## src/rtl/chain_slot_arbiter.sv

```systemverilog
// Round-robin front end for a shared fixed-latency datapath: grants one requester
// per cycle, tracks issuer IDs alongside the chain, and drains on request.
module chain_slot_arbiter #(
  parameter int NUM_REQ = 4,
  parameter int DATA_W  = 8,
  parameter int LAT     = 4
) (
  input  logic                      tau2015_clk,
  input  logic                      rst,
  input  logic [NUM_REQ-1:0]        req_valid,
  input  logic [NUM_REQ*DATA_W-1:0] req_data,
  output logic [NUM_REQ-1:0]        req_ready,
  output logic                      dp_in_valid,
  output logic [DATA_W-1:0]         dp_in_data,
  input  logic [DATA_W-1:0]         dp_out_data,
  output logic [NUM_REQ-1:0]        rsp_valid,
  output logic [DATA_W-1:0]         rsp_data,
  input  logic                      drain_req,
  output logic                      halted
);

  localparam int ID_W   = (NUM_REQ > 1) ? $clog2(NUM_REQ) : 1;
  localparam int SCAN_W = ID_W + 1;
  localparam int CNT_W  = $clog2(LAT + 3);

  typedef enum logic [1:0] {
    RUN    = 2'd0,
    DRAIN  = 2'd1,
    HALTED = 2'd2
  } state_t;

  state_t            state;
  state_t            state_nxt;
  logic [ID_W-1:0]   rr_ptr;
  logic [ID_W-1:0]   grant_id;
  logic [ID_W-1:0]   issue_id;
  logic [SCAN_W-1:0] scan_idx;
  logic              grant_found;
  logic              transfer;
  logic              rsp_fire;
  logic [LAT-1:0]    tag_valid;
  logic [ID_W-1:0]   tag_id [LAT];
  logic [CNT_W-1:0]  inflight;

  // Scan from rr_ptr upward with wraparound; first valid requester wins.
  always_comb begin
    req_ready   = '0;
    grant_id    = '0;
    grant_found = 1'b0;
    scan_idx    = '0;
    if (!rst && state == RUN && !drain_req) begin
      for (int k = 0; k < NUM_REQ; k++) begin
        scan_idx = SCAN_W'(rr_ptr) + SCAN_W'(k);
        if (scan_idx >= SCAN_W'(NUM_REQ)) begin
          scan_idx = scan_idx - SCAN_W'(NUM_REQ);
        end
        if (!grant_found && req_valid[scan_idx[ID_W-1:0]]) begin
          grant_found = 1'b1;
          grant_id    = scan_idx[ID_W-1:0];
        end
      end
      if (grant_found) begin
        req_ready = NUM_REQ'(1) << grant_id;
      end
    end
  end

  assign transfer = |(req_valid & req_ready);
  assign rsp_fire = |rsp_valid;

  // Dropping drain_req always returns to RUN, even with work still in flight.
  always_comb begin
    state_nxt = state;
    halted    = 1'b0;
    unique case (state)
      RUN: begin
        if (drain_req) state_nxt = DRAIN;
      end
      DRAIN: begin
        if (!drain_req) begin
          state_nxt = RUN;
        end else if (inflight == '0 && !transfer) begin
          state_nxt = HALTED;
        end
      end
      HALTED: begin
        halted = 1'b1;
        if (!drain_req) state_nxt = RUN;
      end
      default: state_nxt = RUN;
    endcase
  end

  always_ff @(posedge tau2015_clk) begin
    if (rst) begin
      state <= RUN;
      rr_ptr <= '0;
    end else begin
      state <= state_nxt;
      if (transfer) begin
        rr_ptr <= (grant_id == ID_W'(NUM_REQ - 1)) ? '0 : grant_id + 1'b1;
      end
    end
  end

  // Issue register feeds the chain; its ID enters the tag pipe one cycle later
  // so the last tag stage lines up with the cycle dp_out_data is valid.
  always_ff @(posedge tau2015_clk) begin
    if (rst) begin
      dp_in_valid <= 1'b0;
      dp_in_data  <= '0;
      issue_id    <= '0;
    end else begin
      dp_in_valid <= transfer;
      if (transfer) begin
        dp_in_data <= req_data[grant_id*DATA_W +: DATA_W];
        issue_id   <= grant_id;
      end
    end
  end

  always_ff @(posedge tau2015_clk) begin
    if (rst) begin
      tag_valid <= '0;
      for (int k = 0; k < LAT; k++) tag_id[k] <= '0;
    end else begin
      tag_valid[0] <= dp_in_valid;
      tag_id[0]    <= issue_id;
      for (int k = 1; k < LAT; k++) begin
        tag_valid[k] <= tag_valid[k-1];
        tag_id[k]    <= tag_id[k-1];
      end
    end
  end

  always_ff @(posedge tau2015_clk) begin
    if (rst) begin
      rsp_valid <= '0;
      rsp_data  <= '0;
    end else if (tag_valid[LAT-1]) begin
      rsp_valid <= NUM_REQ'(1) << tag_id[LAT-1];
      rsp_data  <= dp_out_data;
    end else begin
      rsp_valid <= '0;
    end
  end

  always_ff @(posedge tau2015_clk) begin
    if (rst) begin
      inflight <= '0;
    end else begin
      unique case ({transfer, rsp_fire})
        2'b10:   inflight <= inflight + CNT_W'(1);
        2'b01:   inflight <= inflight - CNT_W'(1);
        default: inflight <= inflight;
      endcase
    end
  end

endmodule

```

## config.mk

```make
export PLATFORM = sky130hd
export DESIGN_NAME = chain_slot_arbiter
export DESIGN_NICKNAME = d
export VERILOG_FILES = /design/src/rtl/chain_slot_arbiter.sv
export SDC_FILE = /design/constraint.sdc
export NUM_CORES = 1
export LEC_CHECK = 0
export ABC_AREA = 1
export CAP_MARGIN = 25
export CORE_ASPECT_RATIO = 1.1
export CORE_MARGIN = 5
export CORE_UTILIZATION = 45
export CTS_BUF_LIST = sky130_fd_sc_hd__clkbuf_16
export CTS_CLUSTER_DIAMETER = 50
export DETAILED_ROUTE_END_ITERATION = 12
export GPL_TIMING_DRIVEN = 0
export HOLD_SLACK_MARGIN = 0.02
export PLACE_DENSITY = 0.79
export SYNTH_ARGS = -nofsm -noshare
export SYNTH_HDL_FRONTEND = slang
export SYNTH_SLANG_ARGS = --single-unit
```

## constraint.sdc

```tcl
create_clock -name tau2015_clk -period 3.3 [get_ports tau2015_clk]
set_input_delay 0.66 -clock tau2015_clk [delete_from_list [all_inputs] [get_ports tau2015_clk]]
set_output_delay 0.66 -clock tau2015_clk [all_outputs]
set_load 0.01 [all_outputs]
```

==> key figures, run 1 <==
Timing
  – Tcrit/Tclk final: 94.35%
  – Fin Clk Skew: roughly 0.0065 ns
  – Slew Viols, Final: 0
  – Slew HR: 65.20%
  – # setup viols final: 0
  – Worst Tran Pin Value: 0.5220 ns
  – Fmax: 321.2 MHz
  – RSZ-0062 raised after global routing: no
  – Tmin final: between 3 and 4 ns
  – Final Hold Violating Endpoints: 0
  – Worst hold margin: roughly 0.4 ns

Global routing
  – GRT overflow: 0
  – First-pass GRT wire length: ~8700 um
  – Largest net degree at the start of global routing: 13
  – Vias in the first global route: around 2000
  – GRT Util Overall: 17.41%
  – Initial antenna violation count: 0

Power
  – Net Sw Power: approximately 400 uW
  – Comb power frac: 26.6%
  – Sw frac: 28.75%
  – Part of the power in registers: 40.2%
  – Leak: 0.001557 uW
  – Pwr per Cell Area: ~430 nW/um^2
  – Internal power: roughly 970 uW
  – Clock power frac: between 30% and 40%
  – Maximum vdd ir drop: roughly 0.3 mV

Routing
  – 1st-iter DRT viols: between 60 and 70
  – Vias post-DR: around 2200
  – Drt pass-1 iters: 4
  – Antenna viol nets, final: 0
  – WL/cell: around 11 um
  – Final WL: about 5400 um
  – DR vias/cell: around 4.6
  – DRC Markers: 0

Yosys
  – Post-synth net total: 383
  – Post-Syn Area: ~2200 sq um
  – Primary FF master, synth: dfxtp_1
  – Number of synthesized register bits: 42
  – Post-synth EDFFs: 0
  – Ys Warns: 0
  – Sequential share of the synthesized area: 38.80%
  – Syn Area/Cell: about 6.5 sq um
  – Asr flop ratio synth: 0%
  – Number of distinct library cells after synthesis: 30
  – Synth Instances: between 300 and 400

Floorplanning
  – Boundary pin count: 73
  – Core area: between 4000 and 5000 sq um
  – Die Wd: 76.17 um
  – DIE HEIGHT: between 80 and 90 um
  – Row cnt: 26
  – Starting Density: between 40% and 50%
  – Die area: ~6300 sq um

Hold path
  – Worst Hold Class: flip-flop to flip-flop
  – Hold Path Cell Cnt: 2
  – Endpoint, Worst Hold: tag_id[2][0]$_SDFF_PP0_
  – Hold Crit Start: tag_id[1][0]$_SDFF_PP0_

Place
  – Hpwl dp: between 4000 and 5000 um
  – # placed instances: 462
  – Port bufs: 72
  – Routability Congestion: 0.8750

Clock tree
  – Clock Pin Slew Worst Setup and Hold Paths: approximately 0.05 ns
  – CTS tree: yes
  – TritonCTS Buffers: 5
  – CTS Hold Bufs: 0
  – CTS Sinks: 42
  – Clock Tree Buf Depth: 2
  – Root buffer cell: clkbuf_16
  – H-tree levels: 2
  – Clock latency on the worst-skew pair: about 0.28 ns

Setup path
  – Worst Path Required: about 2.6 ns
  – CP peak stage delay: 0.42 ns
  – Cells along the critical path: clkdlybuf4s50_1 -> inv_1 -> nand2_1 -> nand3_2 -> nand2_2 -> nor2_4 -> nand2_2 -> or2_4 -> nand2_4 -> nor2_1 -> nand2_1 -> inv_1 -> dlygate4sd2_1
  – RR Endpoint: inflight[2]$_SDFFE_PP0P_
  – Slowest CP cell: clkdlybuf4s50_1
  – Worst Setup Path Type: primary input to output port
  – Worst r2r src: rr_ptr[1]$_SDFFE_PP0N_
  – Crit path max fanout: 7
  – Worst Reg2Reg Path Length in Cells: 16
  – Worst setup SP type: primary input
  – CP Capture Type: output port
  – Worst EP arrival: ~2.5 ns
  – Reg-to-reg slack, setup: a little over 0.7 ns

Final layout
  – Multi-input gate area: 1026 sq um
  – Post-layout net count: 465
  – Reg area: approximately 840 sq um
  – Synth-to-layout area growth: 44.57%
  – Fin cells: 473
  – Filler instances: 423
  – Number of diodes: 0
  – Share of layout cells above drive strength 1: 9.832%

Run status
  – Status: completed

Job
  – Max-cap violations: 0
## Yosys cell counts (2+ instances only)
library cell / n / area share [%]
nand2_1: 78 / 14
nor2_1: 69 / 12
inv_1: 62 / 11
dfxtp_1: 42 / 39
nand3_1: 20 / 4.6
o21ai_0: 11 / 2.5
nand2_2: 6 / 1.7
a21oi_1: 5 / 1.2
inv_2: 5 / 0.87
nand3_2: 5 / 2.3
buf_6: 3 / 1.6
clkbuf_1: 3 / 0.52
nand3b_1: 3 / 1.0
a211oi_1: 2 / 0.69
nand2_4: 2 / 1.0
nand4_1: 2 / 0.58
nor2_2: 2 / 0.58
nor3_1: 2 / 0.46
## cell families after synthesis
logic type,Yosys count,share of synthesized area (%)
adders and majority gates,2,1.501
DFF,42,38.80
AOI/OAI and AO/OA,20,4.965
and+or+nand+nor,194,40.19
buffers and inverters,76,14.55
## power by group through the flow
stage	combinational, uW	clock [uW]	sequential (uW)
after floorplan	210	0	561
after global placement	339	0	557
after detailed placement	345	0	557
after CTS	364	466	547
after global routing	404	485	550
final	362	453	547
## routing by layer
metal | part of all wire [%] | track usage (%) | wire (um)
met5 | 0 | 0 | 0
met4 | 2.1 | 10.49 | 113
met3 | 4.1 | 3.132 | 220
met2 | 52 | 32.88 | 2825
met1 | 42 | 18.20 | 2252
## per-stage QoR
stage,total power (uW),cell area [sq um],TNS [ns],utilization [%],worst slack (ns)
floorplan,771.2,2167,0,-,0.7637
global placement,895.7,2958,-0.7227,63.58,-0.2203
detailed placement,901.9,2958,-0.7750,63.58,-0.2247
CTS,1377,3133,0,67.35,0.1763
global route,1439,3133,0,67.35,0.001051
finish,1362,3133,0,67.35,0.1866
## sequential cells by signal, summed over array words and instances (netlist names)
signal,count
issue_id,2
tag_valid,4
tag_id,8
rr_ptr,2
state,2
rsp_data,8
dp_in_valid,1
rsp_valid,4
inflight,3
dp_in_data,8
## what timing repair did
action	in CTS	in global routing
endpoints found under the hold margin	0	0
buffers inserted	3	0
gates resized for setup	11	0
setup endpoints to repair	4	0
## placed cells by master (no fill, tap or decap), types with 2 or more instances in the layout
cell	instances
a211oi_1	2
a21oi_1	5
buf_4	4
buf_6	3
clkbuf_1	3
clkbuf_16	5
clkdlybuf4s50_1	68
dfxtp_1	42
dlygate4sd2_1	4
inv_1	62
inv_2	5
nand2_1	77
nand2_2	5
nand2_4	4
nand3_1	20
nand3_2	5
nand3b_1	3
nand4_1	2
nor2_1	68
nor2_2	3
nor3_1	2
o21ai_0	11
## layout make-up
class	count	area share (%)
inverters	68	8.387
repair buffers	75	23.56
clock buffers	5	3.994
flip-flops and latches	42	26.84
well taps	56	2.236
plain buffers	8	1.837
multi-input cells	216	32.75
clock inverters	3	0.3994
## critical path, delay by kind of cell
kind | cells | cell delay [ns]
AND/OR/NAND/NOR | 9 | 0.96
buffers and inverters | 4 | 0.84
## worst max path at each step
stage / depth (start not counted) / from / endpoint / slack, ns
floorplan: 15 / req_valid[3] / inflight[2]$_SDFFE_PP0P_ / 0.76
global placement: 9 / rst / req_ready[1] / -0.22
detailed placement: 9 / rst / req_ready[1] / -0.22
CTS: 13 / req_valid[3] / req_ready[2] / 0.18
global route: 13 / req_valid[3] / req_ready[2] / 0.001
finish: 13 / req_valid[3] / req_ready[2] / 0.19
No activity file was read; power rests on OpenSTA's default activity.
==> run 2: changes to the inputs <==
--- a/config.mk
+++ b/config.mk
@@ -11,11 +11,9 @@
 export CORE_MARGIN = 5
 export CORE_UTILIZATION = 45
 export CTS_BUF_LIST = sky130_fd_sc_hd__clkbuf_16
-export CTS_CLUSTER_DIAMETER = 50
 export DETAILED_ROUTE_END_ITERATION = 12
-export GPL_TIMING_DRIVEN = 0
 export HOLD_SLACK_MARGIN = 0.02
-export PLACE_DENSITY = 0.79
+export PLACE_DENSITY = 0.9
 export SYNTH_ARGS = -nofsm -noshare
 export SYNTH_HDL_FRONTEND = slang
 export SYNTH_SLANG_ARGS = --single-unit
==> run 2 against run 1 <==
Net effect:
- largest cell class unchanged
- first-iteration DRC count grew 63%
- cell count shrank 0.21%
- sequential power grew 0.7%
- core utilization is essentially flat
- clock power grew 2%
- clock skew shrank 0.0021 ns
- power grew 0.69%
- design area is essentially flat
- die area is the same
- global-route usage shrank 0.19 points
- via count grew 0.92%
- setup slack gained 0.14 ns
==> key figures, run 2 (synthesis results as in run 1) <==
Global routing
  – Initial antenna violation count: 0 (unchanged)
  – Vias in the first global route: 2074 (+2.8%)
  – First-pass GRT wire length: 8880 um (+1.9%)
  – Largest net degree at the start of global routing: 23 (+10)
  – GRT overflow: 0 (unchanged)
  – GRT Util Overall: 17.22% (-0.19 points)

Clock tree
  – H-tree levels: 2 (unchanged)
  – TritonCTS Buffers: 5 (unchanged)
  – CTS Sinks: 42 (unchanged)
  – Root buffer cell: clkbuf_16
  – Clock latency on the worst-skew pair: 0.28 ns (about the same)
  – CTS Hold Bufs: 0 (unchanged)
  – Clock Tree Buf Depth: 2 (unchanged)
  – Clock Pin Slew Worst Setup and Hold Paths: 0.06 ns (about the same)
  – CTS tree: yes

Hold path
  – Worst Hold Class: flip-flop to flip-flop

Final layout
  – Largest regs: dp_in_data: 8 flops, rsp_data: 8 flops, tag_id: 8 flops
  – Commonest non-fill, non-tap cells in the layout: 78 x nand2_1, 69 x nor2_1, 68 x clkdlybuf4s50_1
  – Number of diodes: 0 (unchanged)
  – Post-route cell area: 3132 sq um (about the same)
  – Post-layout net count: 464 (-0.22%)
  – Synth-to-layout area growth: 44.51% (about the same)
  – Most common cell after layout, fill and taps aside: nand2_1
  – Fin cells: 472 (-0.21%)
  – Share of layout cells above drive strength 1: 10.10% (+0.26 points)
  – Multi-input gate area: 1015 sq um (-1.1%)
  – Reg area: 840.8 sq um (unchanged)
  – Filler instances: 394 (-6.9%)

Setup path
  – Slowest CP cell: clkdlybuf4s50_1
  – Worst EP arrival: 3.13 ns (+0.68 ns)
  – CP peak stage delay: 0.42 ns (about the same)
  – Worst Setup Path Type: primary input to flip-flop
  – Worst setup SP type: primary input
  – CP Capture Type: flip-flop
  – Cells along the critical path: clkdlybuf4s50_1 -> inv_1 -> nand2_1 -> nand3_2 -> nand2_2 -> nor2_4 -> nand2_2 -> or2_4 -> nand2_4 -> ha_1 -> inv_1 -> fa_1 -> a21oi_1 -> o21ai_0 -> o21ai_0 -> a21oi_1
  – Worst Path Required: 3.45 ns (+0.81 ns)
  – Crit path max fanout: 4 (-3)

Place
  – Port bufs: 72 (unchanged)
  – # placed instances: 464 (+0.43%)
  – Placed Area: 2975 sq um (+0.59%)
  – Hpwl dp: 4223 um (+4.1%)
  – Routability Congestion: 0.8287 (-5.3%)

Routing
  – Vias post-DR: 2185 (+0.92%)
  – Antenna viol nets, final: 0 (unchanged)
  – DR vias/cell: 4.629 (+1.1%)
  – DRC Markers: 0 (unchanged)
  – 1st-iter DRT viols: 111 (+63%)
  – Drt pass-1 iters: 5 (+1)
  – WL/cell: 11.41 um (-0.27%)
  – Final WL: 5387 um (-0.48%)

Job
  – Max-cap violations: 0 (unchanged)

Timing
  – Tmin final: 2.975 ns (-0.1385 ns)
  – Fmax: 336.1 MHz (+4.7%)
  – Fin Clk Skew: 0.004481 ns (-0.002053 ns)
  – # setup viols final: 0 (unchanged)
  – Tcrit/Tclk final: 90.15% (-4.2 points)
  – Worst Tran Pin Value: 0.3856 ns (-0.1364 ns)
  – RSZ-0062 raised after global routing: no
  – Slew Viols, Final: 0 (unchanged)
  – Slew HR: 74.26% (+9.1 points)
  – Final Hold Violating Endpoints: 0 (unchanged)
  – Post-route setup TNS: 0 ns (unchanged)

Floorplanning
  – Core area: 4652 sq um (unchanged)
  – Boundary pin count: 73 (unchanged)
  – Die Wd: 76.17 um (unchanged)
  – DIE HEIGHT: 82.78 um (unchanged)
  – Row cnt: 26 (unchanged)
  – Die area: 6305 sq um (unchanged)
  – Starting Density: 46.58% (unchanged)

Power
  – Leak: 0.001615 uW (+3.7%)
  – Maximum vdd ir drop: 0.2945 mV (-0.84%)
  – Pwr per Cell Area: 437.9 nW/um^2 (+0.73%)

Run status
  – Status: completed
## run 2: area by class of cell
class	instances	share of cell area (%)
Timing Repair Buffer	82	25.73
Sequential cell	42	26.85
Clock inverter	3	0.5593
Multi-Input combinational cell	216	32.40
Clock buffer	5	3.995
Tap cell	56	2.237
Inverter	68	8.230
## run 2: path summary, 6_finish.rpt
check | startpoint | endpoint | slack (ns) | depth (start not counted)
min reg2reg | tag_valid[1]$_SDFF_PP0_ | tag_valid[2]$_SDFF_PP0_ | 0.40 | 2
max reg2reg | rr_ptr[0]$_SDFFE_PP0N_ | inflight[2]$_SDFFE_PP0P_ | 0.46 | 16
max | req_valid[3] | inflight[2]$_SDFFE_PP0P_ | 0.33 | 16
min | tag_valid[1]$_SDFF_PP0_ | tag_valid[2]$_SDFF_PP0_ | 0.40 | 2
## run 2: critical path: cells and delay by family
kind                       cells  cell delay, ns
and+or+nand+nor                7            0.77
AOI/OAI and AO/OA              4            0.60
adders and majority gates      2            0.53
buffers and inverters          3            0.57
## run 2: power by group
| group | internal (uW) | switching (uW) | leakage (uW) | total, uW |
|---|---|---|---|---|
| sequential | 533 | 17.6 | 0.000341 | 551 |
| clock | 277 | 183 | 0.0000750 | 460 |
| combinational | 169 | 191 | 0.00120 | 360 |
| total | 979 | 392 | 0.00162 | 1370 |
## run 2: stage by stage
stage	hold slack (ns)	setup slack (ns)	util, %	total power, uW
after floorplan	0.3883	0.7637	-	771.2
after global placement	0.3899	0.04911	63.96	913.7
after detailed placement	0.3944	0.01898	63.96	919.4
after CTS	0.4053	0.008144	67.03	1381
after global routing	0.4116	0.1582	67.32	1449
final	0.4033	0.3251	67.32	1371
## run 2: routing by layer
layer,up-vias,global-route usage [%],routed length (um)
met4,0,5.594,108
met5,-,0,0
met1,959,18.73,2136
met2,56,32.96,2864
li1,1162,-,-
met3,8,4.320,279
## run 2: repair_timing
| action | in CTS | in global routing |
|---|---|---|
| gates resized for setup | 0 | 5 |
| setup buffers | 0 | 0 |
| endpoints found under the setup margin | 0 | 4 |
| endpoints found under the hold margin | 0 | 0 |
==> run 3: changes to the inputs <==
--- a/config.mk
+++ b/config.mk
@@ -6,6 +6,7 @@
 export NUM_CORES = 1
 export LEC_CHECK = 0
 export ABC_AREA = 1
+export ABC_CLOCK_PERIOD_IN_PS = 3300
 export CAP_MARGIN = 25
 export CORE_ASPECT_RATIO = 1.1
 export CORE_MARGIN = 5
==> results of run 3 <==
No change in the layout: final DEF, timing and power equal those of run 2.
